[src/rtl/mem_bus_arbiter_pkg.sv]
// Shared types and constants for the two-master memory bus arbiter.
// State encodings and the latched request bundle live here.
package arb_pkg;
    localparam logic [1:0] IDLE   = 2'd0;
    localparam logic [1:0] ACCESS = 2'd1;
    localparam logic [1:0] RESP   = 2'd2;

    typedef enum logic [1:0] {
        S_IDLE   = IDLE,
        S_ACCESS = ACCESS,
        S_RESP   = RESP
    } state_t;

    localparam int ADDR_W = 64;
    localparam int DATA_W = 64;
    localparam int BE_W   = 8;
    localparam int REQ_W  = ADDR_W + DATA_W + BE_W + 2;

    typedef struct packed {
        logic [ADDR_W-1:0] addr;
        logic [DATA_W-1:0] wr_data;
        logic [BE_W-1:0]   byte_en;
        logic              rd_en;
        logic              wr_en;
    } bus_req_t;
endpackage

[src/rtl/mem_bus_arbiter_if.sv]
// Core-style memory bus port: the master drives a request, the slave answers
// with read data, busy and a timeout error pulse.
interface mem_bus_arbiter_if;
    import arb_pkg::*;

    logic              rd_en;
    logic              wr_en;
    logic [ADDR_W-1:0] addr;
    logic [DATA_W-1:0] wr_data;
    logic [BE_W-1:0]   byte_en;
    logic [DATA_W-1:0] rd_data;
    logic              busy;
    logic              err;

    modport master (
        output rd_en, wr_en, addr, wr_data, byte_en,
        input  rd_data, busy, err
    );

    modport slave (
        input  rd_en, wr_en, addr, wr_data, byte_en,
        output rd_data, busy, err
    );
endinterface

[src/rtl/mem_bus_arbiter_busy_timeout_counter.sv]
// Counts consecutive busy cycles of one access; expired flags the cycle whose
// busy sample would bring the count up to TIMEOUT.
module busy_timeout_counter #(
    parameter int TIMEOUT = 256
) (
    input  logic clock,
    input  logic reset,
    input  logic clear,
    input  logic enable,
    output logic expired
);
    localparam int CNT_W = $clog2(TIMEOUT) + 1;

    logic [CNT_W-1:0] cnt_q, cnt_d;

    assign expired = enable && (cnt_q == CNT_W'(TIMEOUT - 1));

    always_comb begin
        cnt_d = cnt_q;
        if (clear) begin
            cnt_d = '0;
        end else if (enable && !expired) begin
            cnt_d = cnt_q + CNT_W'(1);
        end
    end

    always_ff @(posedge clock) begin
        if (reset) begin
            cnt_q <= '0;
        end else begin
            cnt_q <= cnt_d;
        end
    end
endmodule

[src/rtl/mem_bus_arbiter.sv]
// Round-robin arbiter sharing one 64-bit memory bus between two core-style
// masters; the grant is held for a whole transaction and stuck accesses abort.
module mem_bus_arbiter
    import arb_pkg::*;
#(
    parameter int TIMEOUT      = 256,
    parameter int ZERO_WAIT_OK = 1
) (
    input  logic              clock,
    input  logic              reset,
    mem_bus_arbiter_if.slave  m0,
    mem_bus_arbiter_if.slave  m1,
    input  logic [DATA_W-1:0] mem_rd_data,
    input  logic              mem_busy,
    output logic [DATA_W-1:0] mem_wr_data,
    output logic [ADDR_W-1:0] mem_addr,
    output logic              mem_rd_en,
    output logic              mem_wr_en,
    output logic [BE_W-1:0]   mem_byte_en,
    output logic              grant
);
    state_t            state_q, state_d;
    logic              grant_q, grant_d;
    logic              rr_last_q, rr_last_d;
    logic              err_q, err_d;
    logic              first_q, first_d;
    logic              rd_en_q, rd_en_d;
    logic              wr_en_q, wr_en_d;
    bus_req_t          req_q, req_d;
    logic [DATA_W-1:0] rdata0_q, rdata0_d;
    logic [DATA_W-1:0] rdata1_q, rdata1_d;

    logic     m0_req, m1_req;
    bus_req_t m0_bus, m1_bus;
    logic     cnt_clear, cnt_en, expired, done;

    assign m0_req = m0.rd_en | m0.wr_en;
    assign m1_req = m1.rd_en | m1.wr_en;
    assign m0_bus = {m0.addr, m0.wr_data, m0.byte_en, m0.rd_en, m0.wr_en};
    assign m1_bus = {m1.addr, m1.wr_data, m1.byte_en, m1.rd_en, m1.wr_en};

    // Holding the counter clear throughout IDLE guarantees it starts at zero on ACCESS entry.
    assign cnt_clear = (state_q == S_IDLE);
    assign cnt_en    = (state_q == S_ACCESS) && mem_busy;
    assign done      = (state_q == S_ACCESS) && !mem_busy && ((ZERO_WAIT_OK != 0) || !first_q);

    busy_timeout_counter #(
        .TIMEOUT (TIMEOUT)
    ) u_timeout (
        .clock   (clock),
        .reset   (reset),
        .clear   (cnt_clear),
        .enable  (cnt_en),
        .expired (expired)
    );

    always_comb begin
        state_d   = state_q;
        grant_d   = grant_q;
        rr_last_d = rr_last_q;
        err_d     = err_q;
        first_d   = first_q;
        rd_en_d   = rd_en_q;
        wr_en_d   = wr_en_q;
        req_d     = req_q;
        rdata0_d  = rdata0_q;
        rdata1_d  = rdata1_q;
        case (state_q)
            S_IDLE: begin
                if (m0_req || m1_req) begin
                    grant_d = (m0_req && m1_req) ? ~rr_last_q : m1_req;
                    req_d   = grant_d ? m1_bus : m0_bus;
                    // A request with both enables set is treated as a write.
                    rd_en_d = req_d.rd_en & ~req_d.wr_en;
                    wr_en_d = req_d.wr_en;
                    err_d   = 1'b0;
                    first_d = 1'b1;
                    state_d = S_ACCESS;
                end
            end
            S_ACCESS: begin
                first_d = 1'b0;
                if (done) begin
                    if (rd_en_q) begin
                        if (grant_q) rdata1_d = mem_rd_data;
                        else         rdata0_d = mem_rd_data;
                    end
                    rr_last_d = grant_q;
                    rd_en_d   = 1'b0;
                    wr_en_d   = 1'b0;
                    state_d   = S_RESP;
                end else if (expired) begin
                    err_d   = 1'b1;
                    rd_en_d = 1'b0;
                    wr_en_d = 1'b0;
                    state_d = S_RESP;
                end
            end
            S_RESP: begin
                err_d   = 1'b0;
                state_d = S_IDLE;
            end
            default: begin
                rd_en_d = 1'b0;
                wr_en_d = 1'b0;
                state_d = S_IDLE;
            end
        endcase
    end

    always_ff @(posedge clock) begin
        if (reset) begin
            state_q   <= S_IDLE;
            grant_q   <= 1'b0;
            rr_last_q <= 1'b1;
            err_q     <= 1'b0;
            first_q   <= 1'b0;
            rd_en_q   <= 1'b0;
            wr_en_q   <= 1'b0;
            req_q     <= '0;
            rdata0_q  <= '0;
            rdata1_q  <= '0;
        end else begin
            state_q   <= state_d;
            grant_q   <= grant_d;
            rr_last_q <= rr_last_d;
            err_q     <= err_d;
            first_q   <= first_d;
            rd_en_q   <= rd_en_d;
            wr_en_q   <= wr_en_d;
            req_q     <= req_d;
            rdata0_q  <= rdata0_d;
            rdata1_q  <= rdata1_d;
        end
    end

    assign mem_addr    = req_q.addr;
    assign mem_wr_data = req_q.wr_data;
    assign mem_byte_en = req_q.byte_en;
    assign mem_rd_en   = rd_en_q;
    assign mem_wr_en   = wr_en_q;
    assign grant       = grant_q;

    // The granted master stays busy through ACCESS even if it drops its enables.
    assign m0.busy    = (m0_req && ((state_q != S_RESP) || grant_q))
                      || ((state_q == S_ACCESS) && !grant_q);
    assign m1.busy    = (m1_req && ((state_q != S_RESP) || !grant_q))
                      || ((state_q == S_ACCESS) && grant_q);
    assign m0.err     = (state_q == S_RESP) && !grant_q && err_q;
    assign m1.err     = (state_q == S_RESP) && grant_q && err_q;
    assign m0.rd_data = rdata0_q;
    assign m1.rd_data = rdata1_q;
endmodule

[src/flat_wrapper.sv]
// flat-port wrapper written by rule: the top's interface ports become plain ports
module mem_bus_arbiter_flat import arb_pkg::*;
#(
    parameter int TIMEOUT      = 256,
    parameter int ZERO_WAIT_OK = 1
)
  (clock, reset, mem_rd_data, mem_busy, mem_wr_data, mem_addr, mem_rd_en, mem_wr_en, mem_byte_en, grant, m0_rd_en, m0_wr_en, m0_addr, m0_wr_data, m0_byte_en, m0_rd_data, m0_busy, m0_err, m1_rd_en, m1_wr_en, m1_addr, m1_wr_data, m1_byte_en, m1_rd_data, m1_busy, m1_err);
  mem_bus_arbiter_if m0_i ();
  mem_bus_arbiter_if m1_i ();
  input  logic clock;
  input  logic reset;
  input  logic [DATA_W-1:0] mem_rd_data;
  input  logic mem_busy;
  output logic [DATA_W-1:0] mem_wr_data;
  output logic [ADDR_W-1:0] mem_addr;
  output logic mem_rd_en;
  output logic mem_wr_en;
  output logic [BE_W-1:0] mem_byte_en;
  output logic grant;
  input wire logic [$bits(m0_i.rd_en)-1:0] m0_rd_en;
  input wire logic [$bits(m0_i.wr_en)-1:0] m0_wr_en;
  input wire logic [$bits(m0_i.addr)-1:0] m0_addr;
  input wire logic [$bits(m0_i.wr_data)-1:0] m0_wr_data;
  input wire logic [$bits(m0_i.byte_en)-1:0] m0_byte_en;
  output wire logic [$bits(m0_i.rd_data)-1:0] m0_rd_data;
  output wire logic [$bits(m0_i.busy)-1:0] m0_busy;
  output wire logic [$bits(m0_i.err)-1:0] m0_err;
  input wire logic [$bits(m1_i.rd_en)-1:0] m1_rd_en;
  input wire logic [$bits(m1_i.wr_en)-1:0] m1_wr_en;
  input wire logic [$bits(m1_i.addr)-1:0] m1_addr;
  input wire logic [$bits(m1_i.wr_data)-1:0] m1_wr_data;
  input wire logic [$bits(m1_i.byte_en)-1:0] m1_byte_en;
  output wire logic [$bits(m1_i.rd_data)-1:0] m1_rd_data;
  output wire logic [$bits(m1_i.busy)-1:0] m1_busy;
  output wire logic [$bits(m1_i.err)-1:0] m1_err;
  assign m0_i.rd_en = m0_rd_en;
  assign m0_i.wr_en = m0_wr_en;
  assign m0_i.addr = m0_addr;
  assign m0_i.wr_data = m0_wr_data;
  assign m0_i.byte_en = m0_byte_en;
  assign m0_rd_data = m0_i.rd_data;
  assign m0_busy = m0_i.busy;
  assign m0_err = m0_i.err;
  assign m1_i.rd_en = m1_rd_en;
  assign m1_i.wr_en = m1_wr_en;
  assign m1_i.addr = m1_addr;
  assign m1_i.wr_data = m1_wr_data;
  assign m1_i.byte_en = m1_byte_en;
  assign m1_rd_data = m1_i.rd_data;
  assign m1_busy = m1_i.busy;
  assign m1_err = m1_i.err;
  mem_bus_arbiter #(.TIMEOUT(TIMEOUT), .ZERO_WAIT_OK(ZERO_WAIT_OK)) u_core (.clock(clock), .reset(reset), .m0(m0_i), .m1(m1_i), .mem_rd_data(mem_rd_data), .mem_busy(mem_busy), .mem_wr_data(mem_wr_data), .mem_addr(mem_addr), .mem_rd_en(mem_rd_en), .mem_wr_en(mem_wr_en), .mem_byte_en(mem_byte_en), .grant(grant));
endmodule
[config.mk]
export PLATFORM = sky130hd
export DESIGN_NAME = mem_bus_arbiter_flat
export DESIGN_NICKNAME = d
export VERILOG_FILES = /design/src/rtl/mem_bus_arbiter_pkg.sv /design/src/rtl/mem_bus_arbiter_if.sv /design/src/rtl/mem_bus_arbiter_busy_timeout_counter.sv /design/src/rtl/mem_bus_arbiter.sv /design/src/flat_wrapper.sv
export SDC_FILE = /design/constraint.sdc
export NUM_CORES = 1
export LEC_CHECK = 0
export ABC_AREA = 0
export BUFFER_PORTS_ARGS = -buffer_cell sky130_fd_sc_hd__buf_2
export CORE_AREA = 8 8 233 235
export CTS_CLUSTER_DIAMETER = 100
export DETAILED_ROUTE_END_ITERATION = 10
export DIE_AREA = 0 0 241 243
export PLACE_DENSITY_LB_ADDON = 0.05
export SYNTH_ARGS = -nofsm -noshare
export SYNTH_HDL_FRONTEND = slang
export SYNTH_HIERARCHICAL = 1
export SYNTH_SLANG_ARGS = --single-unit
[constraint.sdc]
create_clock -name clock -period 3.3 [get_ports clock]
set_input_delay 0.66 -clock clock [delete_from_list [all_inputs] [get_ports clock]]
set_output_delay 0.66 -clock clock [all_outputs]
set_load 0.02 [all_outputs]
Yosys cells after proc, flatten, opt, wreduce, memory -nomap -nowiden

Index checks and enable logic that the tools add are counted.

Flip-flop bits (word level): 280
Bits of input ports: 343
Output and inout bits: 271
Word-level logic and storage cells: 75

Add/sub/neg operators: 1
Eq/ne operators: 8
Mux-type cells: 16
Bitwise operators: 7
Reductions and logical operators: 31

Operators by type and width:

| cell                | count |
|---|---|
| $mux 138            | 1 |
| $logic_and 1x1->1   | 13 |
| $reduce_and 4->1    | 3 |
| $add 9x1->9 const B | 1 |
| $eq 9x8->1 const B  | 1 |
| $pmux 1 s3          | 3 |
| $mux 1              | 8 |
| $ne 2x2->1 const B  | 4 |
| $mux 2              | 3 |
| $reduce_and 2->1    | 3 |
| $logic_or 1x1->1    | 5 |
| $not 1->1           | 4 |
| $pmux 2 s2          | 1 |
| $logic_not 1->1     | 3 |
| $ne 3x2->1 const B  | 1 |
| $reduce_and 3->1    | 1 |
| $reduce_bool 3->1   | 1 |
| $eq 2x1->1 const B  | 1 |
| $eq 2x2->1 const B  | 1 |
| $logic_not 2->1     | 1 |
| $or 1x1->1          | 2 |
| $reduce_or 2->1     | 1 |
| $and 1x1->1         | 1 |

Depth between registers and ports, before layout

Gate-level depths: netlist (run 1).

Depth after elaboration: 8
Mapped depth: 8
Mapped depth without buffers: 8

Cells and area by module

Netlist (run 1), hierarchy kept.

By module, submodules not included:

| module               | times used | cells an instance | area an instance (um2) | seq. area each (um2) |
|---|---|---|---|---|
| mem_bus_arbiter      | 1          | 1352              | 11831.3                | 5425.2 |
| busy_timeout_counter | 1          | 50                | 442.9                  | 180.2 |

Worst setup path after synthesis (run 1)

No wires, ideal clock.

Kind: input-to-output
Start: input port m1_wr_en
End: output port m1_busy
Arrival time: 1483 ps
Data required time: 2640 ps
Path slack: 1157 ps
Stages on the path: 4
Path buffers: 2
Cell sequence: or2_1 buf_4 clkbuf_1 a21o_1

Longest elaborated chain between the ends: 3

Ends and longest elaborated chain:

| element            | RTL line               | RTL |
|---|---|---|
| start: declaration | flat_wrapper.sv:29     | `input wire logic [$bits(m1_i.wr_en)-1:0] m1_wr_en;` |
| $or 1x1->1         | mem_bus_arbiter.sv:38  | `assign m1_req = m1.rd_en \| m1.wr_en;` |
| $logic_and 1x1->1  | mem_bus_arbiter.sv:147 | `assign m1.busy = (m1_req && ((state_q != S_RESP) \|\| !grant_q))` |
| $logic_or 1x1->1   | mem_bus_arbiter.sv:148 | `\|\| ((state_q == S_ACCESS) && grant_q);` |
| end: declaration   | flat_wrapper.sv:34     | `output wire logic [$bits(m1_i.busy)-1:0] m1_busy;` |

Every way passes these cells.

Final worst setup path (run 1)

Ends and elaborated chain as after synthesis.

==> impl_metrics.ini, run 1 <==
[critical_path]
critical_path.top_delay_family = simple AND/OR/NAND/NOR gates
critical_path.cell_chain = buf_2 > or2_4 > a21o_1 > buf_2
timing.critical_path.depth = 4
path_common_cell = sky130_fd_sc_hd__buf_2
critical_path_buf_inv_count = 2
critical_register_to_register_path_startpoint = u_core/state_q[0]
crit_required_ps = 2640
reg2reg_setup_slack_ps = 960
crit_path_end_kind = primary output
rr_endpoint = u_core/m0.rd_data[10]
worst_path_largest_cell_delay_ps = 500
crit_path_max_fanout = 33
timing.critical_path.from_type = input pin
r2r.worst_path.cells = 4
slowest_stage = sky130_fd_sc_hd__or2_4
timing_worst_setup_path_type = input pin to primary output
critPathArrivalTime_ps = 1730

[pwr]
peakVddDrop_mv = 0.259
cellPowerDensity_nw_per_um2 = 554
leakagePower_nw = 7.68

[clock_tree]
cts.root.buffer_cell = sky130_fd_sc_hd__clkbuf_16
cts_tree = done
post-cts-setup-buffer-count = 0
path_clk_slew_ps = 50
cts.sinks = 280
worst_skew_pair.late_latency_ps = 550
numCtsBuffers = 38
cts.path.max_buffers = 3
cts_hold_buf = 0
htree_levels = 2
postCtsResizedCells = 0

[logic_synthesis]
syn-mean-instance-area_um2 = 8.75
synth_enable_flop_cells = 0
postSynthNetCount = 1747
post_synth_inst_count = 1402
synth_seq_cells = 280
synth_sequential_area_ratio_pct = 45.7
postSynth.asyncResetShare_pct = 0
yosysWarnings = 6
ys_dominant_reg_cell = sky130_fd_sc_hd__dfxtp_1
syn_area_um2 = 12300
synth_cell_types = 47

[floorplan]
floorplan.initialDensity_pct = 24.2
placementRows = 83
floorplan.die_area_um2 = 58600
floorplan.io_pins = 614
floorplan.core_area_um2 = 50700
die_height_um = 243
die-width_um = 241

[routing]
detailroute.wirelength.met2_um = 30100
route.top_layer_used = met5
met3_wirelength_um = 5830
route.vias.total = 13100
drc = 0
drt-pass1-iter-count = 5
final_antenna_net_count = 0
wirelength_um = 61500
initialDrtViolationCount = 710
routed_length_per_instance_um = 23.3
wirelength_met1_um = 23800
avgViaCountPerCell = 4.97

[worst_hold_path]
hp-class = input pin to flip-flop
holdPathEnd = u_core/m1.rd_data[31]
worstHoldStart = mem_rd_data[31]
hold_depth = 3

[layout]
numnets_final = 2263
most-common-layout-cells = 612 x sky130_fd_sc_hd__buf_2, 280 x sky130_fd_sc_hd__dfxtp_1, 201 x sky130_fd_sc_hd__nand2_1
final_core_util_pct = 33.6
layout-area-overhead-vs-synth_pct = 38.6
post_route_cells_drive_above_1_share_pct = 36.4
fillers = 5466
layout.cells.most_common = sky130_fd_sc_hd__buf_2

[timing]
timing.final.setup_violations = 0
fmax_mhz = 419
final.period_utilization_pct = 72.3
worst_slew_pin_tran_ps = 1010
final_period_minus_worst_setup_slack_ps = 2390
maxSlewHeadroom_pct = 32.5
worst_clock_skew_ps = 15.4
unrepaired_setup_endpoints_after_global_routing = no
timing_hold_violations_final = 0
slew_violations = 0
setup-tns-final_ps = 0

[grt]
global_route.overflow_total = 0
grt_antenna_before_repair = 28
grt_pass1_vias = 13300
grt.total_usage_pct = 19.7
pin_count_of_the_biggest_net_entering_global_routing = 143
grt_first_pass_wirelength_um = 88900

[run]
maxCapViolCount = 0

[placed_design]
dp.final_hpwl_um = 43000
place_congestion = 0.789
io_buf_count = 613

[status]
run_status = finished, final reports clean
-- how the worst max path moves through the flow --
| stage | endpoint | slack (ps) | start |
|---|---|---|---|
| final | m1_busy | 910 | m1_wr_en |
| after global routing | u_core/m0.rd_data[9] | 730 | u_core/state_q[0] |
| after CTS | m0_busy | 870 | u_core/grant |
| after detailed placement | u_core/m0.rd_data[10] | 740 | mem_busy |
| after global placement | u_core/mem_addr[25] | 790 | m1_wr_en |
| after floorplan | m1_busy | 1160 | m1_wr_en |
-- cells in the mapped netlist, types with 3 or more instances --
cell / number / share of area [%]
sky130_fd_sc_hd__o21ai_0: 138 / 5.6
sky130_fd_sc_hd__inv_1: 6 / 0.18
sky130_fd_sc_hd__nand3_1: 143 / 5.8
sky130_fd_sc_hd__nor3b_1: 3 / 0.18
sky130_fd_sc_hd__o21ai_1: 4 / 0.16
sky130_fd_sc_hd__a21oi_1: 146 / 6.0
sky130_fd_sc_hd__nand2b_1: 4 / 0.20
sky130_fd_sc_hd__or4_1: 3 / 0.18
sky130_fd_sc_hd__a311oi_1: 135 / 9.6
sky130_fd_sc_hd__buf_6: 16 / 1.5
sky130_fd_sc_hd__mux2i_1: 129 / 11
sky130_fd_sc_hd__clkbuf_1: 74 / 2.3
sky130_fd_sc_hd__buf_2: 60 / 2.4
sky130_fd_sc_hd__nor2_1: 8 / 0.24
sky130_fd_sc_hd__o31ai_1: 3 / 0.18
sky130_fd_sc_hd__nand2_1: 201 / 6.1
sky130_fd_sc_hd__buf_4: 10 / 0.61
sky130_fd_sc_hd__dfxtp_1: 280 / 46
-- power by group --
group	internal, W	leakage [nW]	switching [W]
Combinational	0.000597	4.80	0.00112
Clock	0.00238	0.583	0.00161
Sequential	0.00360	2.29	0.000121
Total	0.00657	7.68	0.00285
-- sequential cells by signal, indices dropped and copies added (netlist names), 2 cells and up --
name and cells:
u_core/state_q 2, u_core/m0.rd_data 64, u_core/u_timeout/cnt_q 9, u_core/mem_byte_en 8, u_core/mem_wr_data 64, u_core/m1.rd_data 64, u_core/mem_addr 64
-- kinds of logic after synthesis --
group           after synthesis  share of synthesized area [%]
compound gates              438                           22.4
simple gates                381                           14.0
flops                       280                           45.7
buf+inv                     170                           7.10
mux                         129                           10.5
xor+xnor                      2                          0.143
fa+ha+maj                     2                          0.204
-- layer usage --
| metal | vias to the layer above | track usage [%] |
|---|---|---|
| met4 | 26 | 6.19 |
| met1 | 6302 | 22.3 |
| met2 | 485 | 33.4 |
| met3 | 109 | 7.84 |
| met5 | - | 0 |
| li1 | 6178 | - |
-- stage by stage --
step	hold slack, ps	total power [W]	setup slack [ps]	cells	instance area [um2]
after global routing	361	0.00988	735	2629	17000
after floorplan	433	0.00478	1160	1402	12300
after CTS	336	0.00961	870	2622	17000
final	382	0.00942	914	2634	17000
after global placement	440	0.00553	791	2558	15800
after detailed placement	444	0.00553	745	2558	15800
-- final cells by class --
class                           instances  area (um2)  area share [%]
Multi-Input combinational cell        952        5850            34.4
Antenna cell                           12        30.0           0.177
Tap cell                              680         851            5.00
Clock inverter                          8        83.8           0.493
Clock buffer                           56        1100            6.46
Timing Repair Buffer                  638        3460            20.3
Sequential cell                       280        5610            33.0
Inverter                                8        37.5           0.221
-- tightest hold or removal path: cells and delay by family --
kind                   cells  cell delay [ps]
muxes                      1               60
buffers and inverters      1               90
and+or+nand+nor            1               60
Note: power is estimated with default switching activity, not from simulation.
==> run 2, diff against run 1 <==
--- a/config.mk
+++ b/config.mk
@@ -5,12 +5,12 @@
 export SDC_FILE = /design/constraint.sdc
 export NUM_CORES = 1
 export LEC_CHECK = 0
-export ABC_AREA = 0
+export ABC_AREA = 1
 export BUFFER_PORTS_ARGS = -buffer_cell sky130_fd_sc_hd__buf_2
-export CORE_AREA = 8 8 233 235
+export CORE_AREA = 8 8 232 234
 export CTS_CLUSTER_DIAMETER = 100
 export DETAILED_ROUTE_END_ITERATION = 10
-export DIE_AREA = 0 0 241 243
+export DIE_AREA = 0 0 240 242
 export PLACE_DENSITY_LB_ADDON = 0.05
 export SYNTH_ARGS = -nofsm -noshare
 export SYNTH_HDL_FRONTEND = slang
==> constraint.sdc (replaced) <==
create_clock -name clock -period 1.9 [get_ports clock]
set_input_delay 0.38 -clock clock [delete_from_list [all_inputs] [get_ports clock]]
set_output_delay 0.38 -clock clock [all_outputs]
set_load 0.02 [all_outputs]
==> run 2 against run 1 <==
Against the previous run:
- via count is 0.68% higher
- design area is 3.1% higher
- synthesized cell count is 32% higher
- largest power group is now registers
- routed wire length is 9.8% lower
- flip-flop and latch count stayed put
- setup slack worse by 820 ps
- register-to-register slack worse by 800 ps
- critical endpoint is now m0_busy
- first-iteration DRC count is 21% lower
- combinational power is 130% higher
- clock power is 65% higher
- highest routed layer unchanged
- area after synthesis is 0.50% lower
==> impl_metrics.ini, run 2 <==
[critical_path]
critPathLaunch = u_core/state_q[0]
crit_path_max_fanout = 5
critical_register_to_register_path_startpoint = u_core/state_q[1]
timing.critical_path.from_type = flip-flop
critical_path.top_delay_family = flip-flops
worst_path_largest_cell_delay_ps = 330
timing.critical_path.depth = 5
r2r.worst_path.cells = 8
crit_path_end_kind = primary output
timing_worst_setup_path_type = flip-flop to primary output
cp-endpoint = m0_busy
critical_path.cell_chain = inv_1 > nand2_2 > o21ai_0 > o21ai_0 > buf_4
path_common_cell = sky130_fd_sc_hd__o21ai_0
reg2reg_setup_slack_ps = 160
critPathArrivalTime_ps = 1430
crit_required_ps = 1520
critical_path_buf_inv_count = 2
slowest_stage = sky130_fd_sc_hd__dfxtp_2
rr_endpoint = u_core/mem_byte_en[2]

[routing]
final_antenna_net_count = 0
drc = 0
initialDrtViolationCount = 560
wirelength_um = 55400
avgViaCountPerCell = 4.18
route.vias.total = 13200
drt-pass1-iter-count = 4
routed_length_per_instance_um = 17.6

[clock_tree]
path_clk_slew_ps = 60
cts.path.max_buffers = 3
numCtsBuffers = 37
cts.sinks = 280
worst_skew_pair.late_latency_ps = 540
cts_tree = done
htree_levels = 2
cts.root.buffer_cell = sky130_fd_sc_hd__clkbuf_16
cts_hold_buf = 0

[layout]
layout-area-overhead-vs-synth_pct = 43.6
most-common-layout-cells = 610 x sky130_fd_sc_hd__buf_2, 429 x sky130_fd_sc_hd__nand2_1, 287 x sky130_fd_sc_hd__nor2_1
post_route_cells_drive_above_1_share_pct = 30.4
sequential_cell_area_um2 = 5610
multi_input_logic_area_um2 = 5030
fillers = 5618
layout.cells.most_common = sky130_fd_sc_hd__buf_2
stdcell_area_um2 = 17500
numnets_final = 2786

[pwr]
cellPowerDensity_nw_per_um2 = 977
leakagePower_nw = 9.46
p_int_w = 0.0116
power.sequential.fraction_pct = 38.5
power.clock.fraction_pct = 38.2
switching_power_w = 0.00551
swShare_pct = 32.2
peakVddDrop_mv = 0.440
pwr-share-comb_pct = 23.3

[floorplan]
floorplan.core_area_um2 = 50500
floorplan.io_pins = 614
placementRows = 83
floorplan.initialDensity_pct = 24.2
die-width_um = 240
die_height_um = 242
floorplan.die_area_um2 = 58100

[timing]
timing_hold_violations_final = 0
setup-tns-final_ps = 0
timing.final.setup_violations = 0
maxSlewHeadroom_pct = 61.4
worst_clock_skew_ps = 22.0
final_period_minus_worst_setup_slack_ps = 1810
worst_slew_pin_tran_ps = 579
slew_violations = 0
fmax_mhz = 552
unrepaired_setup_endpoints_after_global_routing = no
final.period_utilization_pct = 95.3

[placed_design]
placed_area_um2 = 16400
dp.final_hpwl_um = 43400
io_buf_count = 613
place_congestion = 0.825

[logic_synthesis]
synth_sequential_area_ratio_pct = 45.9
synth_cell_types = 24
postSynthNetCount = 2193
yosysWarnings = 6
ys_dominant_reg_cell = sky130_fd_sc_hd__dfxtp_1
synthTopCellsByArea = sky130_fd_sc_hd__dfxtp_1 46%, sky130_fd_sc_hd__nand2_1 13%, sky130_fd_sc_hd__nor2_1 8.8%
synthMostInstantiatedCell = sky130_fd_sc_hd__nand2_1
syn-mean-instance-area_um2 = 6.61
postSynth.asyncResetShare_pct = 0
post_synth_inst_count = 1848
synth_seq_cells = 280
syn_area_um2 = 12200
synth_common_cells = 431 x sky130_fd_sc_hd__nand2_1, 287 x sky130_fd_sc_hd__nor2_1, 285 x sky130_fd_sc_hd__inv_1
synth_enable_flop_cells = 0
yosysTopAreaCellShare_pct = 45.9
synth_top_area_cell = sky130_fd_sc_hd__dfxtp_1

[grt]
global_route.overflow_total = 0
grt_pass1_vias = 13000
grt_antenna_before_repair = 19
grt.total_usage_pct = 18.2
grt_first_pass_wirelength_um = 81200
pin_count_of_the_biggest_net_entering_global_routing = 91

[status]
run_status = finished, final reports clean

[worst_hold_path]
hp-class = input pin to flip-flop

[run]
maxCapViolCount = 0
[run 2: cell count changes in the layout (fill, tap and decap cells not counted), moves of 5 or more]
| cell | previous run | this run |
|---|---|---|
| sky130_fd_sc_hd__a21oi_1 | 146 | 139 |
| sky130_fd_sc_hd__a311oi_1 | 135 | 0 |
| sky130_fd_sc_hd__buf_12 | 16 | 25 |
| sky130_fd_sc_hd__buf_4 | 10 | 36 |
| sky130_fd_sc_hd__clkbuf_8 | 8 | 3 |
| sky130_fd_sc_hd__clkinv_2 | 4 | 10 |
| sky130_fd_sc_hd__inv_1 | 6 | 284 |
| sky130_fd_sc_hd__mux2i_1 | 129 | 0 |
| sky130_fd_sc_hd__nand2_1 | 201 | 429 |
| sky130_fd_sc_hd__nor2_1 | 7 | 287 |
[run 2: worst register-to-register path, cell delays in order, from the launching register on]
cell                      delay (ps)
sky130_fd_sc_hd__dfxtp_2         340
sky130_fd_sc_hd__nor2_2          250
sky130_fd_sc_hd__inv_2            70
sky130_fd_sc_hd__a21oi_4         240
sky130_fd_sc_hd__buf_12          230
sky130_fd_sc_hd__buf_12          200
sky130_fd_sc_hd__nand3_1         160
sky130_fd_sc_hd__nand2_1          90
sky130_fd_sc_hd__inv_1            30
[run 2: cells by family (layout without fill, tap and decap cells)]
group | count (synthesis) | after routing | synth area share [%]
other | 0 | 9 | 0
flip-flops | 280 | 280 | 45.9
AND/OR/NAND/NOR | 880 | 880 | 29.0
adder cells (fa/ha/maj) | 2 | 2 | 0.205
AO/OA/AOI/OAI | 280 | 280 | 11.6
buffers and inverters | 406 | 1023 | 13.3
[run 2: per-layer routing]
metal / vias up / part of all wire (%) / track usage, %
met4: 16 / 3.2 / 6.01
met5: - / 0.18 / 0
met3: 96 / 9.7 / 7.70
li1: 6837 / - / -
met2: 410 / 46 / 29.8
met1: 5830 / 41 / 21.0
[run 2: through the flow]
stage / util [%] / instances / setup slack, ps / power [W] / hold WS (ps)
finish: 34.7 / 3154 / 89.8 / 0.0171 / 129
global route: 34.7 / 3153 / 0.236 / 0.0181 / 107
CTS: 34.7 / 3145 / 13.9 / 0.0175 / 83.5
detailed placement: 32.5 / 3082 / 69.3 / 0.0108 / 432
global placement: 32.5 / 3082 / 83.9 / 0.0107 / 427
floorplan: - / 1848 / 314 / 0.00898 / 441
[run 2: worst min path at each step]
stage	from	end	slack, ps	depth (start not counted)
5_1_grt	mem_rd_data[53]	u_core/m0.rd_data[53]	110	3
4_1_cts	m1_wr_data[39]	u_core/mem_wr_data[39]	80	5
6_report	m1_wr_data[44]	u_core/mem_wr_data[44]	130	5
3_3_place_gp	u_core/m1.rd_data[17]	u_core/m1.rd_data[17]	430	2
2_1_floorplan	u_core/u_timeout/cnt_q[6]	u_core/u_timeout/cnt_q[6]	440	2
3_5_place_dp	u_core/m0.rd_data[27]	u_core/m0.rd_data[27]	430	2
[run 2: layout make-up]
cell class,count,share of cell area [%]
Clock buffer,49,5.71
Tap cell,680,4.85
Sequential cell,280,32.0
Inverter,289,6.20
Timing Repair Buffer,671,21.8
Clock inverter,14,0.606
Multi-Input combinational cell,1162,28.7
Antenna cell,9,0.128
[run 2: power by group through the flow]
| stage | Sequential (W) | Clock (W) | Combinational [W] |
|---|---|---|---|
| final | 0.00660 | 0.00655 | 0.00399 |
| after global routing | 0.00666 | 0.00703 | 0.00442 |
| after CTS | 0.00660 | 0.00682 | 0.00405 |
| after detailed placement | 0.00672 | 0 | 0.00403 |
| after global placement | 0.00671 | 0 | 0.00404 |
| after floorplan | 0.00728 | 0 | 0.00170 |
[run 2: timing repair]
action | 4_1_cts | 5_1_grt
gates cloned | 0 | 0
resized for setup | 3 | 9
hold endpoints to repair | 0 | 0
endpoints found under the setup margin | 2 | 6
setup buffers | 0 | 0
==> run 3, diff against run 2 <==
--- a/config.mk
+++ b/config.mk
@@ -16,3 +16,4 @@
 export SYNTH_HDL_FRONTEND = slang
 export SYNTH_HIERARCHICAL = 1
 export SYNTH_SLANG_ARGS = --single-unit
+export TNS_END_PERCENT = 20
==> constraint.sdc (replaced) <==
create_clock -name clock -period 1.9 [get_ports clock]
set_input_delay 0.19 -clock clock [delete_from_list [all_inputs] [get_ports clock]]
set_output_delay 0.19 -clock clock [all_outputs]
set_load 0.02 [all_outputs]
==> run 3 against run 2 <==
Against the previous run:
- design area grew 19%
- cell count up 10%
- clock power up 9.5%
- critical path depth rose by 7
- first-iteration DRC count increased by 6.8%
- sequential power barely moved
- clock skew down 9.4 ps
- die area stayed put
- critical endpoint is now u_core/mem_rd_en
==> impl_metrics.ini, run 3 (synthesis results as in run 2) <==
[status]
run_status = finished, final reports clean

[critical_path]
crit_required_ps = 2330
slowest_stage = sky130_fd_sc_hd__dfxtp_1
reg2reg_setup_slack_ps = 200
critical_path_buf_inv_count = 2
critical_path.top_delay_family = simple AND/OR/NAND/NOR gates
crit_path_max_fanout = 3
r2r.worst_path.cells = 12
critical_register_to_register_path_startpoint = u_core/u_timeout/cnt_q[0]
worst_path_largest_cell_delay_ps = 370
path_common_cell = sky130_fd_sc_hd__nand2_1
timing.critical_path.from_type = flip-flop
crit_path_end_kind = flip-flop
rr_endpoint = u_core/mem_rd_en
timing_worst_setup_path_type = flip-flop to flip-flop
critPathArrivalTime_ps = 2130
critical_path.cell_chain = ha_1 > nand2_1 > nor2_1 > and3_1 > ha_1 > nand2_1 > inv_1 > inv_1 > nand3_1 > nand3_1 > nand2_1 > a21oi_1

[routing]
routed_length_per_instance_um = 16.4
route.vias.total = 14500
drt-pass1-iter-count = 5
drc = 0
wirelength_um = 56800
initialDrtViolationCount = 598
final_antenna_net_count = 0
avgViaCountPerCell = 4.18

[grt]
grt.total_usage_pct = 18.8
grt_first_pass_wirelength_um = 86000
global_route.overflow_total = 0
pin_count_of_the_biggest_net_entering_global_routing = 121
grt_pass1_vias = 14700
grt_antenna_before_repair = 7

[worst_hold_path]
worstHoldStart = m0_wr_data[30]
hp-class = input pin to flip-flop
hold_depth = 5
holdPathEnd = u_core/mem_wr_data[30]

[placed_design]
io_buf_count = 613
placed_area_um2 = 16100
preCtsSetupSlack_ps = 202
dp.final_hpwl_um = 42000
place_congestion = 0.825

[floorplan]
placementRows = 83
die-width_um = 240
floorplan.core_area_um2 = 50500
die_height_um = 242
floorplan.initialDensity_pct = 24.2
floorplan.die_area_um2 = 58100
floorplan.io_pins = 614

[layout]
numnets_final = 3103
layout.cells.most_common = sky130_fd_sc_hd__buf_2
final_core_util_pct = 41.2
post_route_cells_drive_above_1_share_pct = 26.2
most-common-layout-cells = 612 x sky130_fd_sc_hd__buf_2, 430 x sky130_fd_sc_hd__nand2_1, 340 x sky130_fd_sc_hd__dlygate4sd3_1
layout-area-overhead-vs-synth_pct = 70.2
stdcell_area_um2 = 20800

[timing]
timing_hold_violations_final = 0
fmax_mhz = 588
final_period_minus_worst_setup_slack_ps = 1700
maxSlewHeadroom_pct = 55.4
worst_clock_skew_ps = 12.6
hold_ws_ps = 45.8
post-route-worst-setup-slack_ps = 200
slew_violations = 0
setup-tns-final_ps = 0
worst_slew_pin_tran_ps = 669
unrepaired_setup_endpoints_after_global_routing = yes
final.period_utilization_pct = 89.5
timing.final.setup_violations = 0

[pwr]
leakagePower_nw = 10.8
peakVddDrop_mv = 0.554
cellPowerDensity_nw_per_um2 = 877

[clock_tree]
htree_levels = 2
cts.path.max_buffers = 3
post-cts-setup-buffer-count = 0
cts.sinks = 280
cts_tree = done
cts.root.buffer_cell = sky130_fd_sc_hd__clkbuf_16
numCtsBuffers = 38
path_clk_slew_ps = 60
worst_skew_pair.late_latency_ps = 540

[run]
maxCapViolCount = 0
-- run 3: cell count changes in the layout (fill, tap and decap cells not counted), moves of 2 or more --
cell                            change
sky130_fd_sc_hd__clkbuf_1           -5
sky130_fd_sc_hd__buf_4             -18
sky130_fd_sc_hd__clkbuf_8           +8
sky130_fd_sc_hd__dfxtp_2            -3
sky130_fd_sc_hd__o21ai_0            +2
sky130_fd_sc_hd__buf_2              +2
sky130_fd_sc_hd__diode_2            -6
sky130_fd_sc_hd__dlygate4sd3_1    +340
sky130_fd_sc_hd__dfxtp_1            +3
sky130_fd_sc_hd__buf_12             -8
sky130_fd_sc_hd__o21ai_1            -2
-- run 3: worst max-delay path by stage --
stage,cells after the start,startpoint,to,slack [ps]
finish,12,u_core/u_timeout/cnt_q[0],u_core/mem_rd_en,200
global route,6,u_core/mem_rd_en,u_core/m0.rd_data[1],-3
CTS,7,m1_wr_en,m1_busy,80
detailed placement,12,u_core/u_timeout/cnt_q[1],u_core/mem_rd_en,200
global placement,12,u_core/u_timeout/cnt_q[0],u_core/mem_rd_en,210
floorplan,12,u_core/u_timeout/cnt_q[0],u_core/mem_rd_en,310
-- run 3: report_power, final --
| group | leakage (nW) | switching, W | internal (W) |
|---|---|---|---|
| combinational | 7.87 | 0.00267 | 0.00179 |
| clock | 0.639 | 0.00279 | 0.00438 |
| sequential | 2.29 | 0.000234 | 0.00636 |
| total | 10.8 | 0.00569 | 0.0125 |
-- run 3: final cells by class --
type,instances,area (um2)
clock inverters,16,149
flip-flops and latches,280,5610
fillers,5344,29700
diodes,3,7.51
inverters,289,1090
multi-input cells,1162,5020
well taps,680,851
repair buffers,987,6940
clock buffers,53,1120
-- run 3: per-stage QoR --
step,cells,total power (W)
final,3470,0.0182
after floorplan,1848,0.00898
after CTS,3467,0.0186
after detailed placement,3058,0.0106
after global routing,3470,0.0193
after global placement,3058,0.0106
-- run 3: worst reg2reg max path: stages (launching register included) --
cell	delay, ps
sky130_fd_sc_hd__dfxtp_1	370
sky130_fd_sc_hd__ha_1	190
sky130_fd_sc_hd__nand2_1	70
sky130_fd_sc_hd__nor2_1	120
sky130_fd_sc_hd__and3_1	170
sky130_fd_sc_hd__ha_1	180
sky130_fd_sc_hd__nand2_1	60
sky130_fd_sc_hd__inv_1	50
sky130_fd_sc_hd__inv_1	40
sky130_fd_sc_hd__nand3_1	120
sky130_fd_sc_hd__nand3_1	110
sky130_fd_sc_hd__nand2_1	80
sky130_fd_sc_hd__a21oi_1	50
-- run 3: metal layers --
metal	up-vias	wire [um]	track usage (%)
met5	-	55	0
met4	8	2430	7.76
met3	119	4960	6.78
met2	502	26400	31.5
met1	6402	23000	21.5
li1	7472	-	-
-- run 3: repair_timing --
item	CTS	global route
hold endpoints to repair	266	0
gates resized for setup	0	3
setup endpoints to repair	0	2
hold buffers	340	0
